## src/rtl/flex_counter_sync.sv

```systemverilog
// Synchronous up-counter that wraps from a runtime-programmable rollover value to 1,
// with a synchronous clear and a registered flag marking count == rollover_val.
module flex_counter_sync #(
    parameter int NUM_CNT_BITS = 4
) (
    input  logic                    CLK,
    input  logic                    RST,
    input  logic                    clear,
    input  logic                    count_enable,
    input  logic [NUM_CNT_BITS-1:0] rollover_val,
    output logic [NUM_CNT_BITS-1:0] count_out,
    output logic                    rollover_flag
);

    logic [NUM_CNT_BITS-1:0] count;
    logic [NUM_CNT_BITS-1:0] next_count;
    logic                    flag;

    // Wrap goes to 1, not 0; otherwise a plain modulo-2^N increment, which also
    // carries a count that overshot a lowered rollover value back round through 0.
    always_comb begin
        next_count = count + NUM_CNT_BITS'(1);
        if (count == rollover_val) begin
            next_count = NUM_CNT_BITS'(1);
        end
    end

    // NOTE: sequential state uses non-blocking assignments so every register
    // samples pre-edge values regardless of statement order.
    always_ff @(posedge CLK) begin
        if (RST) begin
            count <= '0;
            flag  <= 1'b0;
        end else if (clear) begin
            count <= '0;
            flag  <= 1'b0;
        end else if (count_enable) begin
            count <= next_count;
            flag  <= (next_count == rollover_val);
        end else begin
            count <= count;
            flag  <= (count == rollover_val);
        end
    end

    assign count_out     = count;
    assign rollover_flag = flag;

endmodule

```

## config.mk

```make
export PLATFORM = sky130hd
export DESIGN_NAME = flex_counter_sync
export DESIGN_NICKNAME = d
export VERILOG_FILES = /design/src/rtl/flex_counter_sync.sv
export SDC_FILE = /design/constraint.sdc
export NUM_CORES = 1
export LEC_CHECK = 0
export ABC_AREA = 1
export CORE_AREA = 5 5 42 44
export CTS_CLUSTER_SIZE = 8
export DETAILED_ROUTE_END_ITERATION = 8
export DIE_AREA = 0 0 47 49
export GPL_ROUTABILITY_DRIVEN = 0
export HOLD_SLACK_MARGIN = 0.1
export PLACE_DENSITY = 0.53
export RECOVER_POWER = 50
export SKIP_LAST_GASP = 1
export SLEW_MARGIN = 15
export SYNTH_ARGS = -nofsm -noshare
export SYNTH_HDL_FRONTEND = slang
export SYNTH_SLANG_ARGS = --single-unit
```

## constraint.sdc

```tcl
create_clock -name CLK -period 2.82 [get_ports CLK]
set_clock_uncertainty 0.2 [all_clocks]
set_input_delay 0.282 -clock CLK [delete_from_list [all_inputs] [get_ports CLK]]
set_output_delay 0.282 -clock CLK [all_outputs]
set_load 0.1 [all_outputs]
```

==> results.txt, run 1 <==
* Post-Synthesis Cells: 64
- Final critical-path required period: 2070 ps
- Summed over its instances, the top area cell type makes up 25.6% of the synthesized netlist area.
- Static Leakage: 0.251 nW
- Overall power consumption: 0.000224 W
* Via count of the first global-routing pass: 365
- Number of resized instances in the post-cts repair step: 0
- Synthesis-stage register bit count: 5
- Counting the buffers created by CTS gives 3.
* Slowest-stage cell, CP: sky130_fd_sc_hd__clkbuf_1
- For the worst setup path, the data arrival time is 1590 ps.
- In the global route stage, met2 resource usage came out at 12.4%.
- Distinct cells, synth: 20
* Wire length of the first global-routing pass: 1.40 mm
- The worst setup path is launched from a flip-flop.
- Half-perimeter wire length after placement: 683 um
* Largest buffer count on any clock path: 2
- Fmax achieved: 482 MHz
* Netlist area before placement: 390 sq um
* Sum of overflow across all layers after global routing: 0
- The path class of the tightest hold or removal check is flip-flop to flip-flop.
- Synth top area cells: sky130_fd_sc_hd__dfxtp_1 26%, sky130_fd_sc_hd__nand2_1 21%, sky130_fd_sc_hd__inv_1 6.7%, sky130_fd_sc_hd__a21oi_1 5.1%, sky130_fd_sc_hd__o21ai_0 5.1%
- From synthesis to final layout, the design area changed by 33.0%.
* CTS root buf: sky130_fd_sc_hd__clkbuf_4
- Clk Latency, worst-skew pair: 240 ps
- Avg Synthesized Cell Area: 6.10 sq um
* Crit path cell chain: clkbuf_1
- Post-CTS clock slew at the launch and capture registers of the worst setup and hold paths: 40 ps
* Count of buffers inserted at the top-level ports: 12
- The final layout contains 89 nets.
- Counting flops with a built-in enable in the synthesized netlist gives 0.
- Antenna Diode Count: 0
* Worst Setup Path Type: flip-flop to primary output
- The number of endpoints with negative hold slack in the final report is 0.
- After the first detailed-routing iteration, the DRC count stood at 4.
* Average detailed-routed wire length per instance: 9.19 um
* Post-Place Setup Slack: 883 ps
* DRC violations left: 0
- Measured on the finished design, the core utilization comes to 37.1%.
- Total GRT Usage: 8.46%
- Setup repair after global routing left no endpoint under its margin.
- Headroom to the max-slew limit came out at 22.9%.
* Detailed-router iteration count before antenna repair: 4
- Start point of the worst hold path: count_out[3]
* Final Max Tran Viols: 0
* Mean number of vias per cell: 4.32
* Peak supply drop: 218 uV
- Initial standard-cell utilization of the core: 27.9%
- Synthesized netlist net count: 73
* CP startpoint: count_out[1]
* Bufs and invs on worst path: 1
* Die outline width: 47 um
- Once routing completed, OpenROAD measured the worst setup slack at 747 ps.
* Antenna violation net count after detailed routing: 0
- In the final timing run, aggregate negative setup slack is 0 ps.
- Antenna violations before repair: 0
- The Yosys step of the flow raised 0 warnings.
- In this design, the stage delay of the slowest critical-path cell is 890 ps.
* TritonCTS clock tree: done
* Die span in y: 49 um
- Of all nets on the critical path, the largest fanout is 7.
- For this run, asynchronously set or reset flops after synthesis account for 0%.
- STA classifies the critical path endpoint as a primary output.
* Placed Cells: 91
* H-Tree Depth: 1
* Busiest layer in global routing: met2
* Post-CTS setup buffers: 0
* M1 GR Usage: 10.4%
* Final critical-path share of the clock period: 73.5%
* Clock sinks: 5
- For the worst setup path, the data required time is 2340 ps.
* Top-level port count: 13
* Floorplan die area: 0.00230 sq mm
- sky130_fd_sc_hd__dfxtp_1 takes more of the synthesized area than any other cell.
- The number of hold buffers added after CTS was 0.
- On the critical path the largest part of the delay comes from buffers and inverters.
* Core Box Area: 0.00140 sq mm
* Share of final-layout standard cells stronger than drive strength 1: 15.2%
- Worst slew pin tran: 1160 ps
- Seq/Total Area, Yosys: 25.6%
- Row generation in the floorplan step produced 14 rows.
- Global routing consumed, on the met3 layer, 3.32% of the routing resources.
* Max-capacitance violation count: 0
- Vias: 410
- Setup violations remaining at the end of the flow were counted as 0.
- Entering global routing, the biggest net connects 11 pins.
- Result of the run: finished, final reports clean
- Once layout is complete, the cells apart from fillers number 95.
- After detailed routing, the total wire length is 873 um.
* Leading register cell type out of synthesis: sky130_fd_sc_hd__dfxtp_1
- In this run the power density over the cells is 431 mW/mm^2.
* Reg-to-reg startpoint: count_out[0]
[state kept, by name (all words and copies together) (netlist names)]
signal and cells:
rollover_flag 1, count_out 4
[synthesized netlist by cell type, types with 2 or more instances]
library cell,instances
sky130_fd_sc_hd__nand3_1,3
sky130_fd_sc_hd__inv_1,7
sky130_fd_sc_hd__nor2_2,2
sky130_fd_sc_hd__o21ai_0,4
sky130_fd_sc_hd__a21oi_1,4
sky130_fd_sc_hd__nand2_2,2
sky130_fd_sc_hd__nor2_1,4
sky130_fd_sc_hd__dfxtp_1,5
sky130_fd_sc_hd__nand2_1,22
[per-stage QoR]
stage / cell area [sq um] / hold WS (ps)
global placement: 514 / 366
CTS: 541 / 391
floorplan: 390 / 275
detailed placement: 514 / 370
global route: 519 / 458
finish: 519 / 408
[power breakdown]
part           internal, W  switching (W)  total [W]
combinational    0.0000214      0.0000411  0.0000625
sequential       0.0000737     0.00000434  0.0000780
clock            0.0000535      0.0000297  0.0000832
[placed cells by master (no fill, tap or decap), drive strengths merged, types with 2 or more instances in the layout]
| cell type | Yosys | final |
|---|---|---|
| clkdlybuf4s50 | 0 | 7 |
| o21ai | 4 | 4 |
| nand2 | 25 | 25 |
| nand3 | 4 | 4 |
| a21oi | 5 | 5 |
| inv | 8 | 8 |
| nor2 | 7 | 7 |
| dfxtp | 5 | 5 |
| clkbuf | 0 | 7 |
| buf | 1 | 2 |
[routing by layer]
layer  part of all wire, %  vias up
li1                      -      232
met1                    47      167
met2                    47       11
met3                   5.4        0
met4                     0        0
met5                     0        -
[area by class of cell]
| type | instances | area, sq um |
|---|---|---|
| clock buffer | 4 | 26.3 |
| fill | 161 | 882 |
| inverter | 9 | 33.8 |
| multi-input combinational | 49 | 243 |
| sequential | 5 | 100 |
| tap | 16 | 20.0 |
| timing repair buffer | 12 | 96.3 |
[final timing paths]
kind | endpoint | slack [ps] | depth (start not counted)
hold reg to reg | count_out[3] | 410 | 2
setup reg to reg | rollover_flag | 1070 | 10
hold / removal | count_out[3] | 410 | 2
setup / recovery | count_out[1] | 750 | 1
[cell families (layout without fill, tap and decap cells)]
kind of cell / count (synthesis) / count (layout) / synth area share, %
simple gates: 37 / 37 / 45.2
compound gates: 10 / 10 / 14.1
buf+inv: 10 / 25 / 9.61
flops: 5 / 5 / 25.6
fa+ha+maj: 1 / 1 / 3.20
xor+xnor: 1 / 1 / 2.24
Note: power is estimated with default switching activity, not from simulation.
==> run 2, diff against run 1 <==
==> constraint.sdc (replaced) <==
create_clock -name CLK -period 2 [get_ports CLK]
set_clock_uncertainty 0.2 [all_clocks]
set_input_delay 0.2 -clock CLK [delete_from_list [all_inputs] [get_ports CLK]]
set_output_delay 0.2 -clock CLK [all_outputs]
set_load 0.1 [all_outputs]
==> results.txt, run 2 (synthesis gave the netlist of run 1 again) <==
- Result of the run: finished, final reports clean
- Combinational share of power: 28.7%
- DRC violations left: 0
* Net count of the finished layout: 89
- Vias: 400
- Signed area change from the synthesized netlist to the final layout: 36.5%
- End point of the critical path: rollover_flag
- Final critical-path share of the clock period: 79.0%
* Cts bufs inserted: 3
* Final critical-path required period: 1580 ps
- Final number of setup-violating endpoints: 0
- The initial antenna violation count was 0.
- H-Tree Depth: 1
- The number of endpoints with negative hold slack in the final report is 0.
- Max-capacitance violation count: 0
* Net switching power figure: 0.000106 W
* Hold_buf cts: 0
- Critical Path Fanout Max: 9
- Half-perimeter wire length after placement: 669 um
- After detailed routing, the total wire length is 845 um.
- Power density cells: 594 mW/mm^2
- Total GRT Usage: 7.18%
* Sum of negative setup slack: 0 ps
* Largest buffer count on any clock path: 2
- Count of buffers inserted at the top-level ports: 12
- Static Leakage: 0.271 nW
- Sum of overflow across all layers after global routing: 0
- The first routing iteration left 9 violations.
- Largest net degree at the start of global routing: 11
- Net switching is 33.4% of the power.
- Worst slew margin relative to its limit: 64.1%
* Number of cell rows: 14
- The most critical setup path has its startpoint at rollover_val[1].
- Reg-to-reg startpoint: count_out[0]
- Fmax achieved: 633 MHz
* Relative contribution of sequential cells to total power: 35.0%
- The tightest hold path in the finished design has a slack of 345 ps.
* Die outline width: 47 um
- For this design, the slowest cell found on the critical path is sky130_fd_sc_hd__clkdlybuf4s50_1.
- Antenna Diode Count: 0
* Worst stage delay on the critical path: 500 ps
- Dividing the detail-routed wire length by the instance count gives 8.89 um.
- The library cell used most frequently in the layout, excluding fill and tap cells, is sky130_fd_sc_hd__nand2_1.
- Post-CTS timing repair inserted 0 buffers for setup.
- Required time of the worst setup path: 1920 ps
- Pin placement for this block handled 13 I/O pins.
- Die span in y: 49 um
- Before antenna repair, the detailed router went through 4 iterations.
- Post-CTS clock slew at the launch and capture registers of the worst setup and hold paths: 40 ps
* CTS root buf: sky130_fd_sc_hd__clkbuf_4
- Via count of the first global-routing pass: 332
- Number of cells traversed by the worst register-to-register path: 11
- At the worst endpoint, the arrival time is 1500 ps.
* Initial standard-cell utilization of the core: 27.9%
- The clock network is responsible for 36.3% of the overall power.
* Clock sinks: 5
- STA classifies the critical path endpoint as a flip-flop.
- Peak supply drop: 217 uV
- The count of nets left with antenna violations once routing finished came out at 0.
- Leaving out fill and tap cells, the most frequent cells in the layout are 22 x sky130_fd_sc_hd__nand2_1, 7 x sky130_fd_sc_hd__inv_1, 7 x sky130_fd_sc_hd__clkdlybuf4s50_1.
- Gates resized during post-CTS repair numbered 0.
- The floorplan step defined a die boundary enclosing 0.00230 sq mm.
- Most Frequent Cell on Critical Path: sky130_fd_sc_hd__nand2_1
* Worst slew pin tran: 540 ps
- Setup repair after global routing left no endpoint under its margin.
- The first global-routing pass estimated 1.26 mm of wire.
- Clk Latency, worst-skew pair: 240 ps
* Number of flip-flops under the largest register name: 4
- Worst Setup Path Type: input pin to flip-flop
- Core Box Area: 0.00140 sq mm
- The endpoint identified for the worst register-to-register timing path is rollover_flag.
- Hold Path Class: flip-flop to flip-flop
- Across all register-to-register paths, the minimum setup slack is 500 ps.
- Mean number of vias per cell: 4.21
- Crit path cell chain: clkdlybuf4s50_1 > inv_1 > nand2_1 > nand2_1 > nor2_2 > nand2_4 > nand2_1 > nand2_1 > nand2_1 > nor2_1 > nand2_1 > a21oi_2
* TritonCTS clock tree: done
- The number of max-slew violations in the final report was 0.
- Internal Pwr Total: 0.000211 W
* Critical Path Start Type: input pin
* Share of final-layout standard cells stronger than drive strength 1: 26.6%
- The layout has 167 filler cells.
* Start point of the worst hold path: count_out[0]
run 2: cell count changes in the layout (fill, tap and decap cells not counted), moves of 2 or more:
| cell | change |
|---|---|
| sky130_fd_sc_hd__buf_4 | -2 |
| sky130_fd_sc_hd__clkbuf_2 | +5 |
| sky130_fd_sc_hd__dfxtp_1 | -4 |
| sky130_fd_sc_hd__clkbuf_1 | -3 |
| sky130_fd_sc_hd__dfxtp_2 | +4 |
run 2: how the worst min path moves through the flow:
stage                         to  cells after the start
finish              count_out[0]                      1
global route        count_out[0]                      1
CTS                 count_out[0]                      1
detailed placement  count_out[0]                      1
global placement    count_out[0]                      1
floorplan           count_out[0]                      3
run 2: power by group through the flow:
stage	combinational [W]	sequential (W)	clock, W
after floorplan	0.0000399	0.000139	0
after global placement	0.0000938	0.000113	0
after detailed placement	0.0000940	0.000112	0
after CTS	0.0000942	0.000111	0.000119
after global routing	0.0000990	0.000111	0.000127
final	0.0000909	0.000111	0.000115
run 2: area by class of cell:
cell class	instances	area (sq um)	area share (%)
clock buffer	4	26.3	4.93
inverter	9	33.8	6.34
multi-input combinational	49	253	47.4
sequential	5	105	19.7
tap	16	20.0	3.76
timing repair buffer	12	95.1	17.8
run 2: routing by layer:
metal / vias up / global-route usage [%] / wire length (um)
li1: 230 / - / -
met1: 161 / 9.67 / 421
met2: 9 / 10.4 / 378
met3: 0 / 1.11 / 46
met4: 0 / 4.15 / 0
met5: - / 0 / 0
run 2: stage by stage:
stage	total power (W)	utilization (%)	setup WS, ps	std cells	cell area [sq um]
2_1_floorplan	0.000178	-	230	64	395
3_3_place_gp	0.000206	37.1	166	91	519
3_5_place_dp	0.000206	37.1	165	91	519
4_1_cts	0.000324	38.9	408	95	546
5_1_grt	0.000337	38.0	276	95	533
6_report	0.000316	38.0	421	95	533
run 2: worst max-delay path: cells and delay by family:
family,cells,cell delay [ps]
and+or+nand+nor,9,660
buffers and inverters,2,570
AOI/OAI and AO/OA,1,50
